[src/rtl/port_test_pkg.sv]
// Shared constants for the port test sweep block.
//   MisrPoly  : feedback polynomial applied when the MISR shifts out a 1
//   MisrSeed  : value loaded into the MISR on reset and at every sweep start
//   state_e   : sweep state machine encoding
package port_test_pkg;

    localparam logic [31:0] MisrPoly = 32'h04C1_1DB7;
    localparam logic [31:0] MisrSeed = 32'hFFFF_FFFF;

    typedef enum logic [1:0] {
        StIdle    = 2'b00,
        StSettle  = 2'b01,
        StCapture = 2'b10,
        StDone    = 2'b11
    } state_e;

endpackage

[src/rtl/port_test_misr.sv]
// Multiple-input signature register with observation-bus folding.
// Ports:
//   clk   : clock, rising edge
//   rst   : synchronous active-high reset, loads the seed
//   load  : load the seed (sweep start)
//   en    : compress one folded observation word into the signature
//   data  : observation bus, OBS_W bits
//   sig   : current signature register
module port_test_misr
    import port_test_pkg::*;
#(
    parameter int unsigned OBS_W = 236
) (
    input  logic             clk,
    input  logic             rst,
    input  logic             load,
    input  logic             en,
    input  logic [OBS_W-1:0] data,
    output logic [31:0]      sig
);

    localparam int unsigned NChunk = (OBS_W + 31) / 32;

    logic [NChunk*32-1:0] padded;
    logic [31:0]          fold;
    logic [31:0]          sig_d;
    logic [31:0]          sig_q;

    always_comb begin
        // Zero-pad the top chunk so every chunk is a full 32-bit word.
        padded              = '0;
        padded[OBS_W-1:0]   = data;
        fold                = '0;
        for (int i = 0; i < NChunk; i++) begin
            fold = fold ^ padded[32*i +: 32];
        end

        sig_d = sig_q;
        if (load) begin
            sig_d = MisrSeed;
        end else if (en) begin
            sig_d = {sig_q[30:0], 1'b0} ^ (sig_q[31] ? MisrPoly : 32'h0) ^ fold;
        end
    end

    always_ff @(posedge clk) begin
        if (rst) begin
            sig_q <= MisrSeed;
        end else begin
            sig_q <= sig_d;
        end
    end

    assign sig = sig_q;

endmodule

[src/rtl/port_test_sweep.sv]
// Exhaustive operand sweep for a two-input device under test.
// Every (in2, in1) pair is driven in counting order, held SETTLE cycles, then the
// device outputs on obs are compressed into a 32-bit MISR signature.
// Ports:
//   clk, rst   : clock and synchronous active-high reset
//   start      : begin a sweep (ignored while busy)
//   in1, in2   : operands, low and high halves of the vector counter
//   obs        : device outputs, sampled only in the capture cycle
//   busy       : sweep in progress
//   done       : sweep finished, held until the next start or reset
//   signature  : MISR register
//   vec_count  : vectors captured in the current or last sweep
module port_test_sweep
    import port_test_pkg::*;
#(
    parameter int unsigned WIDTH  = 4,
    parameter int unsigned OBS_W  = 236,
    parameter int unsigned SETTLE = 2
) (
    input  logic               clk,
    input  logic               rst,
    input  logic               start,
    output logic [WIDTH-1:0]   in1,
    output logic [WIDTH-1:0]   in2,
    input  logic [OBS_W-1:0]   obs,
    output logic               busy,
    output logic               done,
    output logic [31:0]        signature,
    output logic [2*WIDTH:0]   vec_count
);

    localparam int unsigned    CntW       = 2 * WIDTH;
    // Settle counter counts down to zero, so SETTLE cycles need a load of SETTLE-1.
    localparam logic [3:0]     SettleLoad = 4'(SETTLE - 1);
    localparam logic [CntW-1:0] CntOne    = CntW'(1);
    localparam logic [CntW:0]   VecOne    = (CntW + 1)'(1);

    state_e          state_q, state_d;
    logic [CntW-1:0] cnt_q, cnt_d;
    logic [CntW:0]   vec_q, vec_d;
    logic [3:0]      settle_q, settle_d;
    logic            misr_load;
    logic            misr_en;

    always_comb begin
        state_d   = state_q;
        cnt_d     = cnt_q;
        vec_d     = vec_q;
        settle_d  = settle_q;
        misr_load = 1'b0;
        misr_en   = 1'b0;

        unique case (state_q)
            StIdle, StDone: begin
                if (start) begin
                    state_d   = StSettle;
                    cnt_d     = '0;
                    vec_d     = '0;
                    settle_d  = SettleLoad;
                    misr_load = 1'b1;
                end
            end
            StSettle: begin
                if (settle_q == 4'd0) begin
                    state_d = StCapture;
                end else begin
                    settle_d = settle_q - 4'd1;
                end
            end
            StCapture: begin
                misr_en = 1'b1;
                vec_d   = vec_q + VecOne;
                if (&cnt_q) begin
                    state_d = StDone;
                end else begin
                    cnt_d    = cnt_q + CntOne;
                    settle_d = SettleLoad;
                    state_d  = StSettle;
                end
            end
            default: begin
                state_d = StIdle;
            end
        endcase
    end

    always_ff @(posedge clk) begin
        if (rst) begin
            state_q  <= StIdle;
            cnt_q    <= '0;
            vec_q    <= '0;
            settle_q <= '0;
        end else begin
            state_q  <= state_d;
            cnt_q    <= cnt_d;
            vec_q    <= vec_d;
            settle_q <= settle_d;
        end
    end

    port_test_misr #(
        .OBS_W (OBS_W)
    ) u_misr (
        .clk  (clk),
        .rst  (rst),
        .load (misr_load),
        .en   (misr_en),
        .data (obs),
        .sig  (signature)
    );

    assign in1       = cnt_q[WIDTH-1:0];
    assign in2       = cnt_q[CntW-1:WIDTH];
    assign busy      = (state_q == StSettle) || (state_q == StCapture);
    assign done      = (state_q == StDone);
    assign vec_count = vec_q;

endmodule
[config.mk]
export PLATFORM = sky130hd
export DESIGN_NAME = port_test_sweep
export DESIGN_NICKNAME = d
export VERILOG_FILES = /design/src/rtl/port_test_pkg.sv /design/src/rtl/port_test_misr.sv /design/src/rtl/port_test_sweep.sv
export SDC_FILE = /design/constraint.sdc
export NUM_CORES = 1
export LEC_CHECK = 0
export BUFFER_PORTS_ARGS = -buffer_cell sky130_fd_sc_hd__buf_2
export CAP_MARGIN = 40
export CORE_AREA = 4 4 111 113
export DETAILED_ROUTE_END_ITERATION = 7
export DIE_AREA = 0 0 115 117
export PLACE_DENSITY_LB_ADDON = 0.2
export SLEW_MARGIN = 0
export SYNTH_ARGS = -nofsm -noshare
export SYNTH_HDL_FRONTEND = slang
export SYNTH_SLANG_ARGS = --single-unit
[constraint.sdc]
create_clock -name clk -period 2.5 [get_ports clk]
set_input_delay 0 -clock clk [delete_from_list [all_inputs] [get_ports clk]]
set_output_delay 0 -clock clk [all_outputs]
set_load 0.05 [all_outputs]
==> flow_summary.html <==
<table>
<tr><th>Metric</th><th>Value</th></tr>
<tr><th colspan="2">Die</th></tr>
<tr><td>Number of core rows</td><td>39</td></tr>
<tr><td>Number of top-level pins</td><td>290</td></tr>
<tr><td>Vert. Die Dim</td><td>117 um</td></tr>
<tr><td>Die Span X</td><td>115 um</td></tr>
<tr><td>Area of the die</td><td>13,500 um^2</td></tr>
<tr><td>Initial standard-cell utilization of the core</td><td>0.407</td></tr>
<tr><td>Core Footprint</td><td>11,300 um^2</td></tr>
<tr><th colspan="2">Final layout</th></tr>
<tr><td>Sequential cell area in the final layout</td><td>1100 um^2</td></tr>
<tr><td>Multi-input gate area</td><td>3380 um^2</td></tr>
<tr><td>Number of fill cells in the layout</td><td>1,078</td></tr>
<tr><td>Area Overhead vs Synth</td><td>37.6%</td></tr>
<tr><td>Post-route insts no fill</td><td>921</td></tr>
<tr><td>Final core occ</td><td>0.560</td></tr>
<tr><td>Number of antenna cells inserted</td><td>0</td></tr>
<tr><td>Post-route cell area</td><td>6340 um^2</td></tr>
<tr><td>Number of nets in the layout</td><td>1,025</td></tr>
<tr><td>Share of layout cells above drive strength 1</td><td>0.393</td></tr>
<tr><th colspan="2">Place</th></tr>
<tr><td>Instance area at placement</td><td>6180 um^2</td></tr>
<tr><td>Number of placed cells counting well taps</td><td>914</td></tr>
<tr><td>Number of buffers added on ports</td><td>289</td></tr>
<tr><td>HPWL reported at the end of detailed placement</td><td>11,300 um</td></tr>
<tr><td>Placer congestion estimate</td><td>0.818</td></tr>
<tr><th colspan="2">Routing</th></tr>
<tr><td>Number of nets with antenna violations after routing</td><td>0</td></tr>
<tr><td>Number of DRC markers in iteration 0</td><td>90</td></tr>
<tr><td>Detailed-route wire length</td><td>13,200 um</td></tr>
<tr><td>Wire length per cell after detailed routing</td><td>14.4 um</td></tr>
<tr><td>Routed vias/inst</td><td>4.72</td></tr>
<tr><td>First-pass detailed-route iteration total</td><td>5</td></tr>
<tr><td>Total number of vias</td><td>4,346</td></tr>
<tr><td>DRC errors left</td><td>0</td></tr>
<tr><th colspan="2">Global route</th></tr>
<tr><td>Number of global-route vias before repair</td><td>4,517</td></tr>
<tr><td>First-pass GRT wire length</td><td>20,500 um</td></tr>
<tr><td>Total track usage</td><td>0.190</td></tr>
<tr><td>Grt total ovfl</td><td>0</td></tr>
<tr><td>Maximum number of pins on one net before global-route repair</td><td>49</td></tr>
<tr><td>Initial antenna violation count</td><td>0</td></tr>
<tr><th colspan="2">STA</th></tr>
<tr><td>Relative max-transition margin</td><td>0.656</td></tr>
<tr><td>Transition at the pin with the smallest max-transition slack</td><td>0.516 ns</td></tr>
<tr><td>Highest attainable clock frequency</td><td>498 MHz</td></tr>
<tr><td>Worst-case clock skew</td><td>0.00778 ns</td></tr>
<tr><td>Final setup violation count</td><td>0</td></tr>
<tr><td>Count of final hold-check violations</td><td>0</td></tr>
<tr><td>Final worst path period need</td><td>2.01 ns</td></tr>
<tr><td>Setup repair after global routing missed its margin</td><td>no</td></tr>
<tr><td>Final count of pins violating max slew</td><td>0</td></tr>
<tr><td>Part of the cycle the worst path needs</td><td>0.803</td></tr>
<tr><td>Total negative setup slack</td><td>0 ns</td></tr>
<tr><th colspan="2">Synth</th></tr>
<tr><td>Yosys warning count</td><td>0</td></tr>
<tr><td>Number of library cell types mapped by synthesis</td><td>41</td></tr>
<tr><td>Post-Syn Instances</td><td>493</td></tr>
<tr><td>Dominant combinational cell family by area after synthesis</td><td>XOR/XNOR gates</td></tr>
<tr><td>Top_reg_cell synth</td><td>sky130_fd_sc_hd__dfxtp_1</td></tr>
<tr><td>Synthesis-stage register bit count</td><td>55</td></tr>
<tr><td>Area leader, netlist</td><td>sky130_fd_sc_hd__xnor2_1</td></tr>
<tr><td>Post-Synth XOR/XNOR Area</td><td>0.497</td></tr>
<tr><td>Cell Area, Synth</td><td>4610 um^2</td></tr>
<tr><td>Mean area per synthesized cell</td><td>9.35 um^2</td></tr>
<tr><td>Proportion of synthesized chip area in sequential cells</td><td>0.239</td></tr>
<tr><td>EDFF count, synth</td><td>0</td></tr>
<tr><td>Share of Yosys cell area claimed by the top area cell type</td><td>0.367</td></tr>
<tr><td>Multiplexer fraction of the synthesized cell area</td><td>0.00679</td></tr>
<tr><td>Adder-cell share of the synthesized area</td><td>0.0217</td></tr>
<tr><td>Cell types occupying the most area after synthesis</td><td>sky130_fd_sc_hd__xnor2_1 37%, sky130_fd_sc_hd__dfxtp_1 24%, sky130_fd_sc_hd__xnor3_1 8.3%, sky130_fd_sc_hd__xor2_1 4.8%, sky130_fd_sc_hd__o211ai_1 2.9%</td></tr>
<tr><td>Number of nets in the synthesized netlist</td><td>740</td></tr>
<tr><td>Fraction of the mapped netlist area in compound gates</td><td>0.0986</td></tr>
<tr><td>Basic-gate share of the synthesized area counting and, or, nand and nor cells</td><td>0.109</td></tr>
<tr><td>Fraction of registers with async set/reset</td><td>0</td></tr>
<tr><th colspan="2">Critical path</th></tr>
<tr><td>Crit path max fanout</td><td>13</td></tr>
<tr><td>Class of the most critical setup path</td><td>reg2reg</td></tr>
<tr><td>Worst setup EP type</td><td>flip-flop</td></tr>
<tr><td>Required arrival time at the worst endpoint</td><td>2.73 ns</td></tr>
<tr><td>Critical Path Source Type</td><td>flip-flop</td></tr>
<tr><td>Crit path arrival time</td><td>2.23 ns</td></tr>
<tr><th colspan="2">Run status</th></tr>
<tr><td>Run status</td><td>finished clean</td></tr>
<tr><th colspan="2">CTS</th></tr>
<tr><td>Clock buffer count from CTS</td><td>5</td></tr>
<tr><td>CTS tree</td><td>done</td></tr>
<tr><td>Clock slew seen by the registers of the worst setup and hold paths</td><td>0.07 ns</td></tr>
<tr><td>Number of clock sinks seen by CTS</td><td>55</td></tr>
<tr><td>CTS Hold Bufs</td><td>0</td></tr>
<tr><td>Maximum count of clock buffers along a single path</td><td>2</td></tr>
<tr><td>Number of levels in the clock H-tree</td><td>2</td></tr>
<tr><td>Number of buffers added for setup after CTS</td><td>0</td></tr>
<tr><td>Worst-Skew Late Latency</td><td>0.29 ns</td></tr>
<tr><td>Post_cts resized</td><td>0</td></tr>
<tr><td>CTS root buffer</td><td>sky130_fd_sc_hd__clkbuf_16</td></tr>
<tr><th colspan="2">Min path</th></tr>
<tr><td>Hold Crit Class</td><td>in2reg</td></tr>
<tr><th colspan="2">Power</th></tr>
<tr><td>Standby leakage power</td><td>2.85 nW</td></tr>
<tr><td>Worst VDD drop</td><td>346 uV</td></tr>
<tr><td>Post-route total power</td><td>0.00339 W</td></tr>
<tr><td>Pwr per Cell Area</td><td>535 nW/um^2</td></tr>
<tr><th colspan="2">Run</th></tr>
<tr><td>Max_cap viols</td><td>0</td></tr>
</table>
cell usage after synthesis, types with 2 or more instances:
library cell and number:
sky130_fd_sc_hd__a21oi_1 20, sky130_fd_sc_hd__buf_1 2, sky130_fd_sc_hd__o211ai_1 18, sky130_fd_sc_hd__xor2_1 25
sky130_fd_sc_hd__nand4_1 7, sky130_fd_sc_hd__nor2b_1 8, sky130_fd_sc_hd__xnor3_1 17, sky130_fd_sc_hd__nand3_1 3
sky130_fd_sc_hd__and2_1 3, sky130_fd_sc_hd__mux2i_1 2, sky130_fd_sc_hd__nor4b_1 2, sky130_fd_sc_hd__nor3_1 16
sky130_fd_sc_hd__o21ai_0 16, sky130_fd_sc_hd__clkbuf_1 4, sky130_fd_sc_hd__a211oi_1 9, sky130_fd_sc_hd__ha_1 8
sky130_fd_sc_hd__o2111ai_1 2, sky130_fd_sc_hd__nor2_1 15, sky130_fd_sc_hd__buf_6 3, sky130_fd_sc_hd__or3_1 3
sky130_fd_sc_hd__nand2_1 24, sky130_fd_sc_hd__xnor2_1 193, sky130_fd_sc_hd__nand4b_1 3, sky130_fd_sc_hd__dfxtp_1 55
sky130_fd_sc_hd__o21ai_1 2, sky130_fd_sc_hd__buf_2 7, sky130_fd_sc_hd__inv_1 7, sky130_fd_sc_hd__and3_1 6
path summary, 6_finish.rpt:
| path | endpoint | cells past startpoint | slack [ns] | startpoint |
|---|---|---|---|---|
| hold / removal | vec_count[1] | 2 | 0.04 | rst |
| setup reg to reg | vec_count[8] | 6 | 0.49 | state_q[0] |
| setup / recovery | vec_count[8] | 6 | 0.49 | state_q[0] |
| hold reg to reg | vec_count[8] | 2 | 0.50 | vec_count[8] |
layout by cell type, fill, tap and decap left out, types with 7 or more instances in the layout:
master / count
sky130_fd_sc_hd__o21ai_0: 16
sky130_fd_sc_hd__a21oi_1: 20
sky130_fd_sc_hd__xnor2_1: 193
sky130_fd_sc_hd__xor2_1: 25
sky130_fd_sc_hd__nor2b_1: 8
sky130_fd_sc_hd__a211oi_1: 9
sky130_fd_sc_hd__nor2_1: 15
sky130_fd_sc_hd__o211ai_1: 18
sky130_fd_sc_hd__ha_1: 8
sky130_fd_sc_hd__buf_2: 289
sky130_fd_sc_hd__xnor3_1: 17
sky130_fd_sc_hd__nand2_1: 24
sky130_fd_sc_hd__nor3_1: 16
sky130_fd_sc_hd__dfxtp_1: 55
sky130_fd_sc_hd__nand4_1: 7
final cells by class:
class                           count  area share
Multi-Input combinational cell    414       0.533
Timing Repair Buffer              295       0.235
Sequential cell                    55       0.174
Tap cell                          143      0.0282
Clock buffer                        5      0.0197
Clock inverter                      2     0.00592
Inverter                            7     0.00414
metal layers:
layer | wire (um) | track usage | vias to the layer above
met2 | 7180 | 0.381 | 182
met5 | 0 | 0 | -
met1 | 4810 | 0.204 | 1937
met3 | 1090 | 0.0380 | 9
met4 | 135 | 0.0368 | 0
li1 | - | - | 2218
flip-flops by register name, summed over array words and instances, names as in the netlist:
register and flops:
cnt_q 8, settle_q 4, state_q 2, u_misr.sig 32, vec_count 9
stage by stage:
| stage | hold slack, ns | setup WS, ns |
|---|---|---|
| 3_3_place_gp | 0.347 | 0.574 |
| 2_1_floorplan | 0.128 | 0.679 |
| 4_1_cts | 0.0349 | 0.506 |
| 6_report | 0.0394 | 0.492 |
| 3_5_place_dp | 0.343 | 0.524 |
| 5_1_grt | 0.0443 | 0.326 |
worst max-delay path, stage by stage (launching register included):
cell,delay (ns)
sky130_fd_sc_hd__dfxtp_1,0.40
sky130_fd_sc_hd__inv_1,0.06
sky130_fd_sc_hd__ha_1,0.42
sky130_fd_sc_hd__mux2_2,0.43
sky130_fd_sc_hd__nand3_1,0.12
sky130_fd_sc_hd__or3_1,0.36
sky130_fd_sc_hd__a21oi_1,0.14
cells by family (layout without fill, tap and decap cells):
family          count (synthesis)  count (layout)
fa+ha+maj                       8               8
mux                             3               3
xor+xnor                      235             235
simple gates                   97              97
buf+inv                        24             309
compound gates                 71              71
flops                          55              55
power breakdown:
group / internal [W] / switching, W
clock network: 0.000468 / 0.000319
registers: 0.000934 / 0.0000669
logic: 0.000790 / 0.000816
total: 0.00219 / 0.00120
Power figures use the tool's default switching activity.
